### src/rtl/prim_fifo_wr_packer_pkg.sv
// Shared sizing helpers for the write-side FIFO packer.
package prim_fifo_wr_packer_pkg;

  function automatic int calc_ratio(input int out_w, input int in_w);
    return out_w / in_w;
  endfunction

  // Lane counter needs at least one bit even for the smallest ratio.
  function automatic int calc_cntw(input int ratio);
    return (ratio > 1) ? $clog2(ratio) : 1;
  endfunction

endpackage

### src/rtl/prim_fifo_wr_packer_timer.sv
// Saturating idle counter that requests an internal flush once a partial word has waited too long.
module prim_fifo_wr_packer_timer #(
  parameter int TimeoutW = 8
) (
  input  logic                clk_wr_i,
  input  logic                rst_wr_ni,
  input  logic                clear,
  input  logic [TimeoutW-1:0] timeout,
  output logic                expired
);

  logic [TimeoutW-1:0] idle_q;

  always_ff @(posedge clk_wr_i or negedge rst_wr_ni) begin
    if (!rst_wr_ni) begin
      idle_q <= '0;
    end else if (clear) begin
      idle_q <= '0;
    end else if (idle_q != '1) begin
      idle_q <= idle_q + TimeoutW'(1);
    end
  end

  // A zero timeout disables the auto-flush entirely.
  assign expired = (timeout != '0) && (idle_q >= timeout);

endmodule

### src/rtl/prim_fifo_wr_packer.sv
// Packs InW-bit beats LSB-first into OutW-bit words for the async FIFO write port.
// Optional idle auto-flush is enabled by defining PRIM_FIFO_WR_PACKER_TIMEOUT_EN.
module prim_fifo_wr_packer
  import prim_fifo_wr_packer_pkg::*;
#(
  parameter int InW      = 8,
  parameter int OutW     = 32,
  parameter int TimeoutW = 8,
  localparam int Ratio   = calc_ratio(OutW, InW),
  localparam int CntW    = calc_cntw(Ratio)
) (
  input  logic                clk_wr_i,
  input  logic                rst_wr_ni,
  input  logic                valid_i,
  output logic                ready_o,
  input  logic [InW-1:0]      data_i,
  input  logic                last_i,
  input  logic                flush_i,
  output logic                flush_done_o,
  input  logic [TimeoutW-1:0] timeout_i,
  output logic                valid_o,
  input  logic                ready_i,
  output logic [OutW-1:0]     data_o,
  output logic [Ratio-1:0]    strb_o
);

  typedef struct packed {
    logic [OutW-1:0]  data;
    logic [Ratio-1:0] strb;
  } out_word_t;

  logic [OutW-1:0]  acc_q, acc_d;
  logic [Ratio-1:0] strb_q, strb_d;
  logic [CntW-1:0]  cnt_q;
  out_word_t        out_q;
  logic             out_vld_q;
  logic             flush_pend_q, flush_done_q;

  logic slot_free, accept, ext_flush, any_flush, int_flush;
  logic full_done, flush_push, complete, flush_sat;

  assign slot_free = !out_vld_q || ready_i;
  assign ready_o   = slot_free;
  assign accept    = valid_i && ready_o;
  assign ext_flush = flush_i || flush_pend_q;
  assign any_flush = ext_flush || int_flush;

`ifdef PRIM_FIFO_WR_PACKER_TIMEOUT_EN
  prim_fifo_wr_packer_timer #(
    .TimeoutW(TimeoutW)
  ) u_timer (
    .clk_wr_i (clk_wr_i),
    .rst_wr_ni(rst_wr_ni),
    .clear    (accept || (cnt_q == '0)),
    .timeout  (timeout_i),
    .expired  (int_flush)
  );
`else
  logic unused_timeout;
  assign unused_timeout = ^timeout_i;
  assign int_flush      = 1'b0;
`endif

  // Accumulator view including the beat accepted this cycle.
  always_comb begin
    acc_d  = acc_q;
    strb_d = strb_q;
    if (accept) begin
      acc_d  = acc_q | (OutW'(data_i) << (cnt_q * InW));
      strb_d = strb_q | (Ratio'(1) << cnt_q);
    end
  end

  assign full_done  = accept && (last_i || (cnt_q == CntW'(Ratio - 1)));
  assign flush_push = any_flush && slot_free && ((cnt_q != '0) || accept);
  assign complete   = full_done || flush_push;
  // An empty accumulator satisfies a flush without pushing anything.
  assign flush_sat  = ext_flush && (slot_free || (cnt_q == '0));

  always_ff @(posedge clk_wr_i or negedge rst_wr_ni) begin
    if (!rst_wr_ni) begin
      acc_q        <= '0;
      strb_q       <= '0;
      cnt_q        <= '0;
      out_q        <= '0;
      out_vld_q    <= 1'b0;
      flush_pend_q <= 1'b0;
      flush_done_q <= 1'b0;
    end else begin
      if (complete) begin
        acc_q      <= '0;
        strb_q     <= '0;
        cnt_q      <= '0;
        out_q.data <= acc_d;
        out_q.strb <= strb_d;
      end else if (accept) begin
        acc_q  <= acc_d;
        strb_q <= strb_d;
        cnt_q  <= cnt_q + CntW'(1);
      end
      if (complete) begin
        out_vld_q <= 1'b1;
      end else if (ready_i) begin
        out_vld_q <= 1'b0;
      end
      flush_pend_q <= ext_flush && !flush_sat;
      flush_done_q <= flush_sat;
    end
  end

  assign valid_o      = out_vld_q;
  assign data_o       = out_q.data;
  assign strb_o       = out_q.strb;
  assign flush_done_o = flush_done_q;

  a_stable_stall: assert property (@(posedge clk_wr_i) disable iff (!rst_wr_ni)
    (valid_o && !ready_i) |=> ($stable(data_o) && $stable(strb_o)));

  a_strb_contig: assert property (@(posedge clk_wr_i) disable iff (!rst_wr_ni)
    valid_o |-> (strb_o[0] && ((strb_o & (strb_o + Ratio'(1))) == '0)));

  a_ready_stall: assert property (@(posedge clk_wr_i) disable iff (!rst_wr_ni)
    !ready_o |-> out_vld_q);

endmodule

### config.mk
export PLATFORM = sky130hd
export DESIGN_NAME = prim_fifo_wr_packer
export DESIGN_NICKNAME = d
export VERILOG_FILES = /design/src/rtl/prim_fifo_wr_packer_pkg.sv /design/src/rtl/prim_fifo_wr_packer_timer.sv /design/src/rtl/prim_fifo_wr_packer.sv
export SDC_FILE = /design/constraint.sdc
export NUM_CORES = 1
export LEC_CHECK = 0
export BUFFER_PORTS_ARGS = -buffer_cell sky130_fd_sc_hd__buf_4
export CAP_MARGIN = 10
export CELL_PAD_IN_SITES_DETAIL_PLACEMENT = 1
export CELL_PAD_IN_SITES_GLOBAL_PLACEMENT = 2
export CORE_UTILIZATION = 37
export CTS_CLUSTER_SIZE = 14
export DETAILED_ROUTE_END_ITERATION = 10
export PLACE_DENSITY = 0.81
export SYNTH_ARGS = -nofsm -noshare
export SYNTH_HDL_FRONTEND = slang
export SYNTH_SLANG_ARGS = --single-unit
### constraint.sdc
create_clock -name clk_wr_i -period 2.3 [get_ports clk_wr_i]
set_clock_uncertainty 0.15 [all_clocks]
set_input_delay 0.46 -clock clk_wr_i [delete_from_list [all_inputs] [get_ports clk_wr_i]]
set_output_delay 0.46 -clock clk_wr_i [all_outputs]
set_load 0.005 [all_outputs]
==> impl_metrics.csv, run 1 <==
group,metric,value,unit
detailed_routing,dr.pass1.iters,4,
timing,layout_setup_ws,136,ps
detailed_routing,vias_per_cell,4.82,
worst_setup_path,end_kind,"flip-flop",
worst_setup_path,setup.worst_path.class,"reg -> reg",
timing,timing.slew.headroom,0.567,
global_routing,globalRouteOverflowTotal,0,
synthesis,post_synth_num_cell_types,30,
die,floorplan.initialDensity,0.384,
detailed_routing,average_wire_per_cell_in_the_routed_design,15.4,um
synthesis,yosys-top-cells-area,"sky130_fd_sc_hd__dfrtp_1, sky130_fd_sc_hd__mux2_2, sky130_fd_sc_hd__nor2b_1",
synthesis,synth-edff-count,0,
clock_network,post-cts-setup-buffer-count,0,
synthesis,synth_largest_area_cell,"sky130_fd_sc_hd__dfrtp_1",
global_routing,wire_length_of_the_first_global_routing_pass,10800,um
layout,finish.utilization,0.473,
detailed_routing,vias,1996,
timing,fin_tns_setup,0,ps
die,pin_count,61,
clock_network,clkLatencyLatePin,340,ps
run_status,outcome,"finished, final reports clean",
flow_run,maxCapViolations,0,
worst_setup_path,worst-endpoint-required,2370,ps
synthesis,postSynth.topFlopCell,"sky130_fd_sc_hd__dfrtp_1",
timing,slew_viol_final,0,
die,design.die.area,8950,sq um
detailed_routing,routed_wirelength,6360,um
power,cellPowerDensity,990,nW/um^2
timing,final_min_period_over_clock_period,0.941,
synthesis,syn-mean-instance-area,13.1,sq um
clock_network,cts.reportedPaths.clkPinSlew,80,ps
clock_network,numClockSinks,77,
timing,hold_violation_count_in_the_final_report,0,
detailed_routing,drt.antenna.violating_nets,0,
die,core.rowCount,33,
die,dieHeight,94.6,um
placed_design,place_hpwl,4360,um
placed_design,io_buffer_count,52,
layout,drive_gt1_frac,0.375,
synthesis,synthArstFlopShare,1.00,
synthesis,post_synth_inst_count,243,
worst_setup_path,critPathArrivalTime,2230,ps
clock_network,cts.root.buffer_cell,"sky130_fd_sc_hd__clkbuf_8",
timing,tightestPinTransition,648,ps
clock_network,clock_path_buffers,2,
layout,layout.nets,331,
power,vdd.ir_drop.worst,0.405,mV
global_routing,first_global_vias,2109,
timing,min_period,2160,ps
worst_setup_path,setup.reg_to_reg.worst_slack,140,ps
layout,register_area,1930,sq um
clock_network,cts_made_buffers,9,
worst_setup_path,critical_path.startpoint_type,"flip-flop",
synthesis,yosys_warnings,0,
placed_design,pre_cts_ws,136,ps
synthesis,postSynthNetCount,269,
layout,layout-area-overhead-vs-synth,23.1,%
die,core_area,8260,sq um
layout,multi_input_comb_area,1090,sq um
power,total_power,3.87,mW
placed_design,numPlacedInstances,398,
layout,diodes,0,
placed_design,gp_routability_congestion,0.693,
detailed_routing,initialDrtViolationCount,72,
global_routing,initial_antenna_violation_count,0,
layout,num-fill-cells,904,
die,die_width,94.6,um
power,total_leakage_power,2.11,nW
timing,setup_viol,0,
clock_network,cts.htree.levels,3,
layout,final_instance_count_excl_fillers,414,
global_routing,grt.total_usage,0.162,
hold_path,worstHoldPathType,"in -> reg",
synthesis,synth.yosys.seq_area_share,0.607,
synthesis,yosys_top_cell_area_share,0.607,
clock_network,tritoncts_clock_tree,"built",
global_routing,grt_max_degree,40,
timing,rsz_0062_raised_after_global_routing,"false",
worst_setup_path,path_max_fanout,10,
timing,achievable-frequency,462,MHz
synthesis,synth-seq-cells,77,
synthesis,syn_area,3170,sq um
detailed_routing,drc,0,
## registers in the layout (all words and copies together) (netlist names)
| register | count |
|---|---|
| acc_q | 32 |
| cnt_q | 2 |
| data_o | 32 |
| flush_done_o | 1 |
| flush_pend_q | 1 |
| strb_o | 4 |
| strb_q | 4 |
| valid_o | 1 |
## cell usage in the layout, fill, tap and decap left out, drive strengths merged
cell type | netlist | final
clkinv | 0 | 2
nor2b | 25 | 25
ha | 4 | 4
clkinvlp | 0 | 1
o21ai | 1 | 1
dfrtp | 77 | 77
a31o | 8 | 8
a21o | 15 | 15
nor2 | 20 | 20
a21oi | 15 | 15
nand2b | 2 | 2
buf | 10 | 61
clkbuf | 1 | 11
nand2 | 6 | 6
inv | 16 | 16
o221ai | 1 | 1
o21bai | 1 | 1
mux2i | 12 | 12
bufinv | 0 | 1
mux2 | 23 | 23
dlygate4sd3 | 0 | 1
nor3 | 5 | 5
and2 | 1 | 1
## timing repair
action / 4_1_cts / 5_1_grt
hold buffers: 1 / 0
endpoints found under the hold margin: 38 / 0
gates resized for setup: 0 / 0
setup endpoints to repair: 0 / 0
## cells in the mapped netlist (2+ instances only)
library cell	count
sky130_fd_sc_hd__dfrtp_1	77
sky130_fd_sc_hd__inv_1	15
sky130_fd_sc_hd__a31o_2	8
sky130_fd_sc_hd__buf_6	5
sky130_fd_sc_hd__nand2b_1	2
sky130_fd_sc_hd__mux2_4	8
sky130_fd_sc_hd__nor2b_1	23
sky130_fd_sc_hd__ha_1	4
sky130_fd_sc_hd__nor3_2	3
sky130_fd_sc_hd__a21oi_1	15
sky130_fd_sc_hd__nand2_1	5
sky130_fd_sc_hd__mux2_2	15
sky130_fd_sc_hd__a21o_1	15
sky130_fd_sc_hd__mux2i_1	12
sky130_fd_sc_hd__nor2_1	20
sky130_fd_sc_hd__buf_2	2
## through the flow
stage	hold WS (ps)	cell area, sq um
6_report	270	3910
5_1_grt	288	3910
4_1_cts	260	3910
3_5_place_dp	323	3700
3_3_place_gp	313	3700
2_1_floorplan	14.4	3170
## layer usage
| layer | global-route usage | up-vias | part of all wire |
|---|---|---|---|
| met5 | 0 | - | 0 |
| met3 | 0.0354 | 8 | 0.045 |
| met1 | 0.204 | 1017 | 0.45 |
| met2 | 0.265 | 40 | 0.49 |
| met4 | 0.0758 | 0 | 0.015 |
| li1 | - | 931 | - |
## critical path, stage by stage (launching register included)
cell	delay, ps
sky130_fd_sc_hd__dfrtp_1	420
sky130_fd_sc_hd__inv_1	110
sky130_fd_sc_hd__ha_1	250
sky130_fd_sc_hd__nor2b_2	170
sky130_fd_sc_hd__nor3_4	140
sky130_fd_sc_hd__o21bai_4	210
sky130_fd_sc_hd__buf_4	240
sky130_fd_sc_hd__mux2_2	350
## cells by family (layout without fill, tap and decap cells)
family,Yosys count,after routing,synth area share
AOI/OAI and AO/OA,41,41,0.0914
buffers and inverters,27,93,0.0508
adders and majority gates,4,4,0.0158
muxes,35,35,0.129
DFF,77,77,0.607
and+or+nand+nor,59,59,0.106
## worst paths after layout
path,startpoint,to,cells past startpoint
hold / removal,data_i[7],acc_q[7],3
max in group asynchronous,rst_wr_ni,data_o[2],3
min in group asynchronous,rst_wr_ni,strb_o[1],2
setup reg to reg,cnt_q[0],data_o[16],7
hold reg to reg,acc_q[2],acc_q[2],2
setup / recovery,cnt_q[0],data_o[16],7
## cell type report
cell class / instances / share of cell area
Tap cell: 105 / 0.0336
Multi-Input combinational cell: 139 / 0.278
Inverter: 16 / 0.0154
Clock buffer: 11 / 0.0387
Clock inverter: 4 / 0.0122
Sequential cell: 77 / 0.493
Timing Repair Buffer: 62 / 0.129
## power breakdown
| group | switching, mW | internal (mW) | leakage (nW) |
|---|---|---|---|
| Sequential | 0.130 | 1.63 | 1.04 |
| Combinational | 0.510 | 0.576 | 0.964 |
| Clock | 0.475 | 0.551 | 0.101 |
No activity file was read; power rests on OpenSTA's default activity.
==> run 2: changes to the inputs <==
--- a/config.mk
+++ b/config.mk
@@ -9,6 +9,7 @@
 export CAP_MARGIN = 10
 export CELL_PAD_IN_SITES_DETAIL_PLACEMENT = 1
 export CELL_PAD_IN_SITES_GLOBAL_PLACEMENT = 2
+export CORE_MARGIN = 2
 export CORE_UTILIZATION = 37
 export CTS_CLUSTER_SIZE = 14
 export DETAILED_ROUTE_END_ITERATION = 10
==> run 2 against run 1 <==
Net effect:
- power grew 4.9%
- register-to-register slack is essentially flat
- critical path depth is the same
- non-clock buffer count grew 2
- worst hold slack lost 11 ps
- combinational power grew 5%
- clock power grew 12%
- worst setup slack gained 12 ps
- design area grew 1.7%
- global-route usage shrank 0.30 points
- critical endpoint is now data_o[15]
==> impl_metrics.csv, run 2 (synthesized netlist as in run 1, its figures left out) <==
group,metric,value,unit
run_status,outcome,"finished, final reports clean",
global_routing,wire_length_of_the_first_global_routing_pass,11900,um
timing,tightestPinTransition,700,ps
worst_setup_path,setup.worst_path.class,"reg -> reg",
die,core_area,8260,sq um
power,total_power,4.06,mW
timing,fin_tns_setup,0,ps
detailed_routing,drt.antenna.violating_nets,0,
power,cellPowerDensity,1020,nW/um^2
placed_design,place_hpwl,4730,um
global_routing,globalRouteOverflowTotal,0,
detailed_routing,routed_wirelength,6870,um
worst_setup_path,critical_path.n_buffers_inverters,2,
worst_setup_path,setup.reg_to_reg.worst_slack,150,ps
layout,layout.nets,333,
die,floorplan.initialDensity,0.384,
layout,num-fill-cells,901,
timing,hold_violation_count_in_the_final_report,0,
die,pin_count,61,
clock_network,numClockSinks,77,
timing,final_min_period_over_clock_period,0.935,
clock_network,cts.reportedPaths.clkPinSlew,80,ps
clock_network,cts.root.buffer_cell,"sky130_fd_sc_hd__clkbuf_8",
worst_setup_path,worst-endpoint-required,2380,ps
worst_setup_path,timing.critical_path.cells,"inv_1 > ha_1 > nor2b_2 > nor3_4 > o21bai_4 > buf_12 > mux2_2",
flow_run,maxCapViolations,0,
placed_design,io_buffer_count,52,
layout,finish.utilization,0.482,
timing,timing.slew.headroom,0.532,
layout,layout-area-overhead-vs-synth,25.3,%
detailed_routing,initialDrtViolationCount,70,
detailed_routing,vias_per_cell,4.84,
global_routing,grt.total_usage,0.159,
clock_network,clock_path_buffers,2,
clock_network,holdBufCountCts,1,
timing,rsz_0062_raised_after_global_routing,"false",
placed_design,gp_routability_congestion,0.751,
worst_setup_path,end_kind,"flip-flop",
global_routing,grt_max_degree,36,
timing,setup_viol,0,
die,core.rowCount,33,
detailed_routing,drc,0,
clock_network,cts_made_buffers,9,
worst_setup_path,critical_path.top_delay_family,"flip-flops",
worst_setup_path,max_stage_delay,360,ps
detailed_routing,dr.pass1.iters,4,
die,dieHeight,96.6,um
clock_network,tritoncts_clock_tree,"built",
layout,mostFrequentLayoutCell,"sky130_fd_sc_hd__dfrtp_1",
clock_network,postCtsResizedCells,0,
worst_setup_path,critPathArrivalTime,2230,ps
power,vdd.ir_drop.worst,0.418,mV
worst_setup_path,critical_path.startpoint_type,"flip-flop",
layout,drive_gt1_frac,0.375,
power,total_leakage_power,2.13,nW
clock_network,post-cts-setup-buffer-count,0,
die,die_width,96.6,um
layout,mostFrequentLayoutCells,"sky130_fd_sc_hd__dfrtp_1, sky130_fd_sc_hd__buf_4, sky130_fd_sc_hd__nor2b_1, sky130_fd_sc_hd__nor2_1",
detailed_routing,vias,2020,
global_routing,first_global_vias,2311,
die,design.die.area,9340,sq um
clock_network,clkLatencyLatePin,340,ps
layout,diodes,0,
placed_design,pre_cts_ws,170,ps
timing,layout_setup_ws,149,ps
clock_network,cts.htree.levels,3,
timing,slew_viol_final,0,
timing,achievable-frequency,465,MHz
hold_path,worstHoldPathType,"in -> reg",
global_routing,initial_antenna_violation_count,0,
worst_setup_path,path_max_fanout,20,
worst_setup_path,critPathSlowestCell,"sky130_fd_sc_hd__dfrtp_1",
timing,min_period,2150,ps
timing,worst_hold_slack,258,ps
detailed_routing,average_wire_per_cell_in_the_routed_design,16.5,um
## run 2: cell count changes in the layout (fill, tap and decap cells not counted), sizes merged
cell | before | now
clkbuf | 11 | 13
clkinv | 2 | 0
buf | 61 | 63
bufinv | 1 | 2
## run 2: report_power, final
group          switching [mW]  total (mW)  internal (mW)  leakage, nW
clock                   0.482        1.15          0.672        0.110
sequential              0.130        1.76           1.63         1.04
combinational           0.540        1.14          0.604        0.981
total                    1.15        4.06           2.91         2.13
## run 2: through the flow
stage,cell area (sq um),std cells
CTS,3980,417
floorplan,3170,243
global route,3980,417
global placement,3740,400
detailed placement,3740,400
finish,3980,417
## run 2: layout make-up
cell class	instances	area (sq um)	share of cell area
flip-flops and latches	77	1930	0.485
inverters	16	60.1	0.0151
well taps	105	131	0.0330
multi-input cells	139	1090	0.273
repair buffers	64	546	0.137
clock inverters	3	67.6	0.0170
clock buffers	13	159	0.0400
## run 2: worst reg2reg max path, cell delays in order (launching register included)
cell and delay [ps]:
sky130_fd_sc_hd__dfrtp_1 360, sky130_fd_sc_hd__inv_1 90, sky130_fd_sc_hd__ha_1 230, sky130_fd_sc_hd__nor2b_2 180
sky130_fd_sc_hd__nor3_4 150, sky130_fd_sc_hd__o21bai_4 290, sky130_fd_sc_hd__buf_12 240, sky130_fd_sc_hd__mux2_2 350
## run 2: final timing paths
path	start	endpoint	depth (start not counted)
worst max-delay path	cnt_q[1]	data_o[15]	7
worst min-delay path	flush_i	flush_done_o	3
worst max register to register	cnt_q[1]	data_o[15]	7
worst min register to register	strb_q[0]	strb_q[0]	2
max in group asynchronous	rst_wr_ni	acc_q[26]	3
min in group asynchronous	rst_wr_ni	strb_o[2]	2
## run 2: routing by layer
metal  vias up  global-route usage  share of wire
met2        41               0.259           0.50
met3        10              0.0390          0.043
met4         0              0.0704          0.019
li1        939                   -              -
met5         -                   0              0
met1      1030               0.201           0.43
==> run 3: changes to the inputs <==
--- a/config.mk
+++ b/config.mk
@@ -7,13 +7,14 @@
 export LEC_CHECK = 0
 export BUFFER_PORTS_ARGS = -buffer_cell sky130_fd_sc_hd__buf_4
 export CAP_MARGIN = 10
-export CELL_PAD_IN_SITES_DETAIL_PLACEMENT = 1
-export CELL_PAD_IN_SITES_GLOBAL_PLACEMENT = 2
+export CELL_PAD_IN_SITES_DETAIL_PLACEMENT = 0
+export CELL_PAD_IN_SITES_GLOBAL_PLACEMENT = 1
 export CORE_MARGIN = 2
-export CORE_UTILIZATION = 37
+export CORE_UTILIZATION = 44
 export CTS_CLUSTER_SIZE = 14
 export DETAILED_ROUTE_END_ITERATION = 10
 export PLACE_DENSITY = 0.81
+export RECOVER_POWER = 25
 export SYNTH_ARGS = -nofsm -noshare
 export SYNTH_HDL_FRONTEND = slang
 export SYNTH_SLANG_ARGS = --single-unit
==> run 3 against run 2 <==
Net effect:
- global-route usage rose by 0.96 points
- worst hold slack lost 11 ps
- cell count is 1.4% lower
- wire length decreased by 11%
- combinational power about the same
- count of clock-buffer cells in the layout is 1 lower
- sequential share of layout area is 0.17 points higher
- register-to-register slack improved by 30 ps
- non-clock buffer count up 2
- sequential power is essentially flat
- die area decreased by 15%
- via count is 1.7% lower
- critical path type unchanged
- critical endpoint is now data_o[18]
- largest power group unchanged
- highest routed layer unchanged
==> impl_metrics.csv, run 3 (synthesized netlist as in run 1, its figures left out) <==
group,metric,value,unit
power,power_switching,1.12,mW
timing,slew_viol_final,0,
clock_network,cts_made_buffers,9,
hold_path,worstHoldPathType,"in -> reg",
die,core.rowCount,30,
power,cellPowerDensity,1020,nW/um^2
worst_setup_path,worstRegToRegCells,7,
detailed_routing,drc,0,
power,vdd.ir_drop.worst,0.548,mV
detailed_routing,vias,1985,
worst_setup_path,end_kind,"flip-flop",
clock_network,tritoncts_clock_tree,"built",
detailed_routing,routed_wirelength,6110,um
worst_setup_path,critical_path.startpoint_type,"flip-flop",
global_routing,first_global_vias,1993,
layout,layout.nets,336,
placed_design,place_hpwl,4060,um
timing,tightestPinTransition,729,ps
timing,fin_tns_setup,0,ps
die,core_area,6870,sq um
layout,mostFrequentLayoutCells,"sky130_fd_sc_hd__dfrtp_1, sky130_fd_sc_hd__buf_4, sky130_fd_sc_hd__nor2b_1, sky130_fd_sc_hd__nor2_1, sky130_fd_sc_hd__inv_1",
worst_setup_path,max_stage_delay,370,ps
layout,mostFrequentLayoutCell,"sky130_fd_sc_hd__dfrtp_1",
die,design.die.area,7910,sq um
timing,rsz_0062_raised_after_global_routing,"false",
layout,diodes,0,
layout,final_instance_count_excl_fillers,411,
placed_design,numPlacedInstances,389,
detailed_routing,drt.antenna.violating_nets,0,
power,pwr-share-seq,0.435,
clock_network,clkLatencyLatePin,340,ps
clock_network,clock_path_buffers,2,
die,dieHeight,88.9,um
clock_network,cts.root.buffer_cell,"sky130_fd_sc_hd__clkbuf_8",
clock_network,cts.htree.levels,3,
detailed_routing,average_wire_per_cell_in_the_routed_design,14.9,um
placed_design,gp_routability_congestion,0.753,
layout,drive_gt1_frac,0.381,
die,pin_count,61,
global_routing,wire_length_of_the_first_global_routing_pass,9820,um
global_routing,grt_max_degree,52,
power,total_leakage_power,2.15,nW
detailed_routing,initialDrtViolationCount,84,
timing,min_period,2120,ps
global_routing,grt.total_usage,0.169,
detailed_routing,vias_per_cell,4.83,
worst_setup_path,path_max_fanout,20,
die,floorplan.initialDensity,0.462,
worst_setup_path,setup.reg_to_reg.worst_slack,180,ps
worst_setup_path,critPathSlowestCell,"sky130_fd_sc_hd__dfrtp_1",
worst_setup_path,critPathArrivalTime,2190,ps
timing,worst_hold_slack,247,ps
die,die_width,88.9,um
flow_run,maxCapViolations,0,
worst_setup_path,timing.critical_path.cells,"inv_1 > ha_1 > nor2b_2 > nor3_4 > o21bai_4 > buf_12 > mux2_2",
timing,timing.slew.headroom,0.514,
power,clock_power_share,0.285,
clock_network,numClockSinks,77,
worst_setup_path,worst-endpoint-required,2380,ps
placed_design,pre_cts_ws,101,ps
global_routing,initial_antenna_violation_count,0,
worst_setup_path,critical_path.startpoint,"cnt_q[0]",
power,pwr-share-comb,0.280,
power,swShare,0.279,
timing,layout_setup_ws,183,ps
worst_setup_path,critical_path.endpoint,"data_o[18]",
global_routing,globalRouteOverflowTotal,0,
layout,layout-area-overhead-vs-synth,24.8,%
timing,setup_viol,0,
timing,final_min_period_over_clock_period,0.920,
worst_setup_path,setup.worst_path.class,"reg -> reg",
worst_setup_path,r2r_end,"data_o[18]",
run_status,outcome,"finished, final reports clean",
timing,achievable-frequency,472,MHz
timing,hold_violation_count_in_the_final_report,0,
worst_setup_path,launch_instance_of_the_worst_register_to_register_path,"cnt_q[0]",
detailed_routing,dr.pass1.iters,4,
placed_design,io_buffer_count,52,
layout,num-fill-cells,592,
power,cell_internal_pwr,2.90,mW
clock_network,cts.reportedPaths.clkPinSlew,80,ps
-- run 3: worst min path at each step --
stage               from           end  slack [ps]  cells after the start
6_report         flush_i  flush_done_o         250                      3
5_1_grt          flush_i  flush_done_o         260                      3
4_1_cts          flush_i  flush_done_o         240                      3
3_5_place_dp   rst_wr_ni     data_o[6]         260                      1
3_3_place_gp   rst_wr_ni     strb_o[2]         250                      1
2_1_floorplan  rst_wr_ni      acc_q[0]          10                      0
-- run 3: routing by layer --
| metal | part of all wire | global-route usage | wire length, um |
|---|---|---|---|
| met1 | 0.47 | 0.235 | 2890 |
| met2 | 0.47 | 0.252 | 2850 |
| met3 | 0.043 | 0.0406 | 260 |
| met4 | 0.018 | 0.0773 | 107 |
| met5 | 0 | 0 | 0 |
-- run 3: power by group through the flow --
stage,combinational (mW),sequential [mW],clock [mW]
after floorplan,0.626,1.79,0
after global placement,1.08,1.78,0
after detailed placement,1.11,1.79,0
after CTS,1.11,1.76,1.17
after global routing,1.25,1.79,1.23
final,1.13,1.75,1.15
-- run 3: repair_timing --
| item | 4_1_cts | 5_1_grt |
|---|---|---|
| hold endpoints to repair | 26 | 0 |
| endpoints found under the setup margin | 0 | 10 |
| buffers inserted | 0 | 4 |
| hold buffers | 1 | 0 |
| resized for setup | 0 | 0 |
-- run 3: cell type report --
class                           count  area (sq um)  area share
Sequential cell                    77          1930       0.486
Multi-Input combinational cell    140          1100       0.277
Timing Repair Buffer               66           533       0.135
Clock buffer                       12           155      0.0392
Tap cell                           96           120      0.0303
Clock inverter                      4          70.1      0.0177
Inverter                           16          60.1      0.0152
-- run 3: worst max-delay path: cells and delay by family, from the launching register on --
family          cells  cell delay, ps
compound gates      1             240
flops               1             370
buf+inv             2             290
fa+ha+maj           1             240
mux                 1             350
simple gates        2             370
-- run 3: metrics by stage --
stage / total power, mW / util / instance area, sq um
final: 4.03 / 0.577 / 3960
after global placement: 2.86 / 0.537 / 3690
after CTS: 4.04 / 0.571 / 3920
after detailed placement: 2.89 / 0.537 / 3690
after floorplan: 2.41 / - / 3170
after global routing: 4.27 / 0.577 / 3960
